===== config.mk =====
export PLATFORM = sky130hd
export DESIGN_NAME = mips_io_bus_flat
export DESIGN_NICKNAME = d
export VERILOG_FILES = /design/src/rtl/mips_io_bus_if.sv /design/src/rtl/mips_io_bus.sv /design/src/flat_wrapper.sv
export SDC_FILE = /design/constraint.sdc
export NUM_CORES = 2
export LEC_CHECK = 0
export CAP_MARGIN = 10
export CORE_UTILIZATION = 64
export DETAILED_ROUTE_END_ITERATION = 8
export GPL_ROUTABILITY_DRIVEN = 0
export PLACE_DENSITY = 0.82
export SYNTH_ARGS = -nofsm -noshare
export SYNTH_HDL_FRONTEND = slang
export SYNTH_SLANG_ARGS = --single-unit

===== constraint.sdc =====
create_clock -name clk -period 8.75 [get_ports clk]
set_input_delay 0.875 -clock clk [delete_from_list [all_inputs] [get_ports clk]]
set_output_delay 0.875 -clock clk [all_outputs]
set_load 0.03 [all_outputs]

===== src/rtl/mips_io_bus_if.sv =====
// Data-side bus between the single-cycle MIPS core and its memory/IO system.
// The core drives the strobe, address and store data; readdata comes back in the same cycle.
interface mips_io_bus_if;
    logic        memwrite;
    logic [31:0] addr;
    logic [31:0] writedata;
    logic [31:0] readdata;

    modport master (output memwrite, output addr, output writedata, input readdata);
    modport slave  (input memwrite, input addr, input writedata, output readdata);
endinterface


===== src/rtl/mips_io_bus.sv =====
// Word-addressed data RAM plus memory-mapped LEDs, synchronized switches, a cycle counter
// and a down-counting timer with a sticky expiry flag. Reads are combinational; writes commit at the edge.
module mips_io_bus #(
    parameter int DMEM_WORDS = 64,
    parameter int SW_WIDTH   = 16,
    parameter int LED_WIDTH  = 16
) (
    input  logic                 clk,
    input  logic                 reset,
    mips_io_bus_if.slave         bus,
    input  logic [SW_WIDTH-1:0]  sw,
    output logic [LED_WIDTH-1:0] led,
    output logic                 timer_irq
);
    localparam int AW = $clog2(DMEM_WORDS);

    localparam logic [5:0] OFF_LED   = 6'd0;
    localparam logic [5:0] OFF_SW    = 6'd1;
    localparam logic [5:0] OFF_CYCLE = 6'd2;
    localparam logic [5:0] OFF_LOAD  = 6'd3;
    localparam logic [5:0] OFF_COUNT = 6'd4;
    localparam logic [5:0] OFF_CTRL  = 6'd5;
    localparam logic [5:0] OFF_STAT  = 6'd6;

    logic [31:0]          dmem [DMEM_WORDS];
    logic [AW-1:0]        ram_idx;
    logic                 is_io;
    logic [5:0]           io_off;

    logic [SW_WIDTH-1:0]  sw_meta;
    logic [SW_WIDTH-1:0]  sw_sync;
    logic [31:0]          cycle_cnt;
    logic [31:0]          tmr_load;
    logic [31:0]          tmr_count;
    logic                 tmr_en;
    logic                 tmr_auto;
    logic                 tmr_irq_en;
    logic                 tmr_expired;

    logic                 io_we;
    logic                 wr_led;
    logic                 wr_load;
    logic                 wr_ctrl;
    logic                 wr_stat_clr;
    logic                 tmr_fire;

    assign ram_idx = bus.addr[AW+1:2];
    assign is_io   = bus.addr[31];
    assign io_off  = bus.addr[7:2];

    assign io_we       = bus.memwrite && is_io;
    assign wr_led      = io_we && (io_off == OFF_LED);
    assign wr_load     = io_we && (io_off == OFF_LOAD);
    assign wr_ctrl     = io_we && (io_off == OFF_CTRL);
    assign wr_stat_clr = io_we && (io_off == OFF_STAT) && bus.writedata[0];

    // A count of 1 is the last tick; a count of 0 is idle even when enabled.
    assign tmr_fire = tmr_en && (tmr_count == 32'd1);

    assign timer_irq = tmr_expired && tmr_irq_en;

    // RAM is not reset so program data survives a peripheral reset.
    always_ff @(posedge clk) begin
        if (bus.memwrite && !is_io) begin
            dmem[ram_idx] <= bus.writedata;
        end
    end

    always_ff @(posedge clk) begin
        if (reset) begin
            sw_meta     <= '0;
            sw_sync     <= '0;
            cycle_cnt   <= '0;
            led         <= '0;
            tmr_load    <= '0;
            tmr_count   <= '0;
            tmr_en      <= 1'b0;
            tmr_auto    <= 1'b0;
            tmr_irq_en  <= 1'b0;
            tmr_expired <= 1'b0;
        end else begin
            sw_meta   <= sw;
            sw_sync   <= sw_meta;
            cycle_cnt <= cycle_cnt + 32'd1;

            if (wr_led) begin
                led <= bus.writedata[LED_WIDTH-1:0];
            end
            if (wr_ctrl) begin
                {tmr_irq_en, tmr_auto, tmr_en} <= bus.writedata[2:0];
            end
            if (wr_load) begin
                tmr_load <= bus.writedata;
            end

            // A software load always wins over the timer's own update.
            if (wr_load) begin
                tmr_count <= bus.writedata;
            end else if (tmr_fire) begin
                tmr_count <= tmr_auto ? tmr_load : 32'd0;
            end else if (tmr_en && (tmr_count != 32'd0)) begin
                tmr_count <= tmr_count - 32'd1;
            end

            // An expiry that coincides with a clear must not be lost.
            if (tmr_fire) begin
                tmr_expired <= 1'b1;
            end else if (wr_stat_clr) begin
                tmr_expired <= 1'b0;
            end
        end
    end

    always_comb begin
        bus.readdata = 32'd0;
        if (!is_io) begin
            bus.readdata = dmem[ram_idx];
        end else begin
            case (io_off)
                OFF_LED:   bus.readdata = 32'(led);
                OFF_SW:    bus.readdata = 32'(sw_sync);
                OFF_CYCLE: bus.readdata = cycle_cnt;
                OFF_LOAD:  bus.readdata = tmr_load;
                OFF_COUNT: bus.readdata = tmr_count;
                OFF_CTRL:  bus.readdata = {29'd0, tmr_irq_en, tmr_auto, tmr_en};
                OFF_STAT:  bus.readdata = {31'd0, tmr_expired};
                default:   bus.readdata = 32'd0;
            endcase
        end
    end
endmodule

===== src/flat_wrapper.sv =====
// flat-port wrapper written by rule: the top's interface ports become plain ports
module mips_io_bus_flat 
#(
    parameter int DMEM_WORDS = 64,
    parameter int SW_WIDTH   = 16,
    parameter int LED_WIDTH  = 16
)
  (clk, reset, sw, led, timer_irq, bus_memwrite, bus_addr, bus_writedata, bus_readdata);
  mips_io_bus_if bus_i ();
  input  logic clk;
  input  logic reset;
  input  logic [SW_WIDTH-1:0] sw;
  output logic [LED_WIDTH-1:0] led;
  output logic timer_irq;
  input wire logic [$bits(bus_i.memwrite)-1:0] bus_memwrite;
  input wire logic [$bits(bus_i.addr)-1:0] bus_addr;
  input wire logic [$bits(bus_i.writedata)-1:0] bus_writedata;
  output wire logic [$bits(bus_i.readdata)-1:0] bus_readdata;
  assign bus_i.memwrite = bus_memwrite;
  assign bus_i.addr = bus_addr;
  assign bus_i.writedata = bus_writedata;
  assign bus_readdata = bus_i.readdata;
  mips_io_bus #(.DMEM_WORDS(DMEM_WORDS), .SW_WIDTH(SW_WIDTH), .LED_WIDTH(LED_WIDTH)) u_core (.clk(clk), .reset(reset), .bus(bus_i), .sw(sw), .led(led), .timer_irq(timer_irq));
endmodule

**After elaboration in Yosys (flattened, before gate mapping)**

Memory sizes are Yosys's and may differ from the RTL's.
Index checks and enable logic that the tools add are counted.
W data, S select, Z words.

- Bits in registers: 148
- Memory bits (writable): 2,048
- Output and inout bits: 49
- Memories kept: 1

Memory list:

| name | words | bits a word | rd ports | clocked after memory_dff | wr ports | RTL line | RTL |
|---|---|---|---|---|---|---|---|
| u_core.dmem | 64 | 32 | 1 | 0 | 1 | mips_io_bus.sv:25 | `logic [31:0] dmem [DMEM_WORDS];` |

- $add $sub $neg: 2
- Eq/ne operators: 7
- Mux-type cells: 10
- Reduce and logical (&&, ||, !) cells: 15

Operator list:

| operator | count |
|---|---|
| $pmux W32 S7 | 1 |
| $mux W32 | 5 |
| $add A32 B1 Y32 const B | 1 |
| $eq A32 B1 Y1 const B | 1 |
| $reduce_bool A32 Y1 | 1 |
| $sub A32 B1 Y32 const B | 1 |
| $eq A6 B3 Y1 const B | 3 |
| $eq A6 B2 Y1 const B | 2 |
| $logic_and A1 B1 Y1 | 10 |
| $eq A6 B1 Y1 const B | 1 |
| $logic_not A6 Y1 | 1 |
| $mux W1 | 4 |
| $reduce_bool A3 Y1 | 1 |
| $reduce_bool A2 Y1 | 1 |
| $logic_not A1 Y1 | 1 |

**Longest topological paths before layout**

- Word-level depth: 5
- Mapped depth: 12
- Mapped depth without buffers: 8

**Least setup slack after synthesis**

Ideal clock, no wire load.

- Path kind: input to register
- Start point: input bus_addr[4]
- End point: memory u_core.dmem[6][0], enable pin
- Library setup time: 461 ps
- Arrival: 4,788 ps
- Slack: 3,501 ps
- Cell stages on the path: 8
- Path buffers: 6
- Cell sequence: buf_2 > buf_2 > buf_2 > buf_2 > buf_1 > buf_1 > nand2_1 > nor3_1

RTL lines:

| element | RTL line | RTL |
|---|---|---|
| from (decl) | flat_wrapper.sv:16 | `input wire logic [$bits(bus_i.addr)-1:0] bus_addr;` |
| to (decl) | mips_io_bus.sv:25 |  |

Straight into the memory's write port.

**Worst setup path after layout**

- Start point: input bus_addr[7]
- End point: output bus_readdata[26]

- Word-level cells in the longest chain between the ends: 3
- Elaborated cells between the ends (all ways): 10

RTL lines:

| element | RTL line | RTL |
|---|---|---|
| branches (longest 2 deep; another with $mem_v2 Z64 W32) | n/a |  |
| $mux W32 * | mips_io_bus.sv:116 | `if (!is_io) begin` |
| to (decl) | flat_wrapper.sv:18 | `output wire logic [$bits(bus_i.readdata)-1:0] bus_readdata;` |

Every way passes the cells marked *.

==> flow_summary.toml <==
[final_layout]
nNetsFinal = 4600
mostFrequentLayoutCell = "edfxtp_1"
final_util_pct = 72.4
design_area_um2 = 95700
final_cell_mix = "edfxtp_1 (2048), mux4_2 (531), nand2_1 (210)"
final_layout_size_suffix_gt1_share_pct = 23.7
instances_no_fill = 6431
areaGrowthSynthToFinish_pct = 11.6

[timing]
drv_slew = 0
fin_tns_setup_ps = 0
final-hold-violation-count = 0
timing.slew.headroom_pct = 11.9
rsz0062_at_grt = "false"
finalCritPeriodShare_pct = 74.6
finalSetupViolations = 0
fin_ws_ps = 2220
finalClockSkew_ps = 7.74
period_minus_slack_ps = 6530
hold_slack_ps = 408
worst_pin_slew_ps = 1320
fmax_mhz = 153

[run]
drv_cap = 0

[grt]
grt_usage_pct = 36.2
overflow = 0
grt_pass1_wl_mm = 343
grt_pass1_vias = 47589
grt_max_degree = 98
antenna_found_initial = 13

[worst_hold_path]
min_to = "u_core.dmem[54][4]$_DFFE_PP_"
hold_path.class = "in2reg"
holdCritStartpoint = "bus_writedata[4]"
min_path_cells = 1

[routing]
firstDrtPassIters = 9
drc = 3
viasPerCell = 7.47
drt-wirelength-per-cell_um = 37.8
drt_wl_total_mm = 243
num_vias = 48053
drt_iter0_markers = 8730
ant_nets = 0

[clock_network]
cts_hold_buf = 0
cts_tree = "yes"
numCtsBuffers = 202
htreeDepth = 4
clock_latency_ps = 840
cts_root_buffer = "clkbuf_16"
cts_setup_buffers = 0
cts.repair.resized = 0
cts.sinks = 2196
cts.clk_slew.worst_paths_ps = 60
clock_tree.buffer_depth = 3

[synth]
ys_ff_latch = 2196
syn_inst = 4306
ys_seq_area_share_pct = 75.2
syn_area_um2 = 85700
syn_area_per_cell_um2 = 19.9
synth_fp_nets = 4392
async_reset_ff_share_pct = 0
synthDistinctLibCells = 72
ys.flop_type = "edfxtp_1"
yosysWarnings = 0
synth_edf_count = 2048

[floorplanning]
chipWidth_um = 368
fp-row-count = 133
die_y_um = 368
ios = 132
start_util_pct = 64.9
core_area_um2 = 132000
die_area_um2 = 135000

[placed_design]
dpl_cell_area_um2 = 89400
dp_slack_ps = 2660
dpl.hpwl_mm = 130
place_inst = 6064
numPortBuffers = 106

[outcome]
violations = "design-rule violations"
status = "complete, but fails checks"

[power]
leakage_nw = 30.1
total_power_mw = 21.1
vdd_drop_max_v = 0.000190
power.density_nw_per_um2 = 221

[worst_setup_path]
r2r_cells = 9
cp_data_required_time_ps = 7880
end_kind = "primary output"
crit_fanout = 23
cp.arrival_ps = 5650
reg2reg_slack_ps = 5130
r2r_end = "u_core.tmr_count[23]$_SDFFE_PP0P_"
crit_type = "in2out"
timing.rr.start = "u_core.tmr_count[1]$_SDFFE_PP0P_"
cp-start-kind = "input pin"
[worst max-delay path by stage]
stage / from / endpoint / slack (ps) / cells past startpoint
final: bus_addr[7] / bus_readdata[26] / 2220 / 8
after global routing: bus_addr[7] / bus_readdata[26] / 2330 / 8
after CTS: bus_addr[7] / bus_readdata[26] / 2470 / 8
after detailed placement: bus_addr[7] / bus_readdata[20] / 2660 / 8
after global placement: bus_addr[7] / bus_readdata[22] / 2710 / 8
after floorplan: bus_addr[4] / u_core.dmem[6][0]$_DFFE_PP_ / 3500 / 8
[cells by family after synthesis]
kind of cell               share of synthesized area [%]
DFF                                                 75.2
and+or+nand+nor                                     3.75
xor gates and xnor gates                           0.286
adders and majority gates                         0.0438
muxes                                               15.9
AOI/OAI and AO/OA                                   3.47
buffers and inverters                               1.40
[where the power goes]
part | internal (mW) | switching [mW] | total (mW)
Sequential | 11.5 | 0.0200 | 11.5
Clock | 4.67 | 3.82 | 8.49
Combinational | 0.391 | 0.727 | 1.12
Total | 16.6 | 4.57 | 21.1
[registers in the layout, summed over array words and instances (netlist names)]
signal / flops
u_core.sw_meta: 16
u_core.tmr_load: 32
u_core.tmr_count: 32
u_core.tmr_expired: 1
u_core.dmem: 2048
u_core.led: 16
u_core.sw_sync: 16
u_core.tmr_en: 1
u_core.tmr_auto: 1
u_core.cycle_cnt: 32
u_core.tmr_irq_en: 1
[cells in the mapped netlist (all sizes together), types with 8 or more instances]
library cell / count / area (um^2)
xnor2: 16 / 140
xor2: 12 / 105
a211oi: 26 / 195
mux2i: 131 / 1310
a21oi: 146 / 731
nand2: 210 / 788
dfxtp: 148 / 2960
or4: 17 / 128
nor2: 172 / 646
a31o: 10 / 87.6
nand4: 15 / 93.8
a22o: 9 / 78.8
nor3: 42 / 226
nand3: 63 / 315
o31ai: 9 / 81.3
a22oi: 60 / 450
nor2b: 67 / 419
inv: 17 / 63.8
mux4: 531 / 12000
and3: 8 / 50.1
o21ai: 64 / 320
or3: 15 / 93.8
nor4: 13 / 115
buf: 155 / 772
a222oi: 11 / 110
a31oi: 15 / 93.8
mux2: 30 / 338
o22ai: 21 / 131
edfxtp: 2048 / 61500
clkbuf: 97 / 364
a221oi: 12 / 105
nand2b: 14 / 87.6
[per-layer routing]
layer | GRT usage [%] | up-vias | share of wire (%)
met5 | 0 | - | 0.036
met4 | 20.6 | 12 | 7.1
met3 | 9.72 | 983 | 14
met2 | 55.3 | 4733 | 46
met1 | 47.8 | 24148 | 33
li1 | - | 18177 | -
[critical path: stages]
cell and delay, ps:
buf_2 660, buf_4 410, nor2b_1 620, and2_1 1030, nand2_1 310, o21ai_0 600, or4_1 370, clkdlybuf4s50_1 740
[cell type report]
type,instances,area (um^2)
Clock inverter,98,792
Timing Repair Buffer,256,2130
Sequential cell,2196,64500
Antenna cell,3,7.51
Fill cell,7081,36400
Clock buffer,265,5430
Multi-Input combinational cell,1841,20600
Inverter,17,63.8
Tap cell,1755,2200
Note: power is estimated with default switching activity, not from simulation.
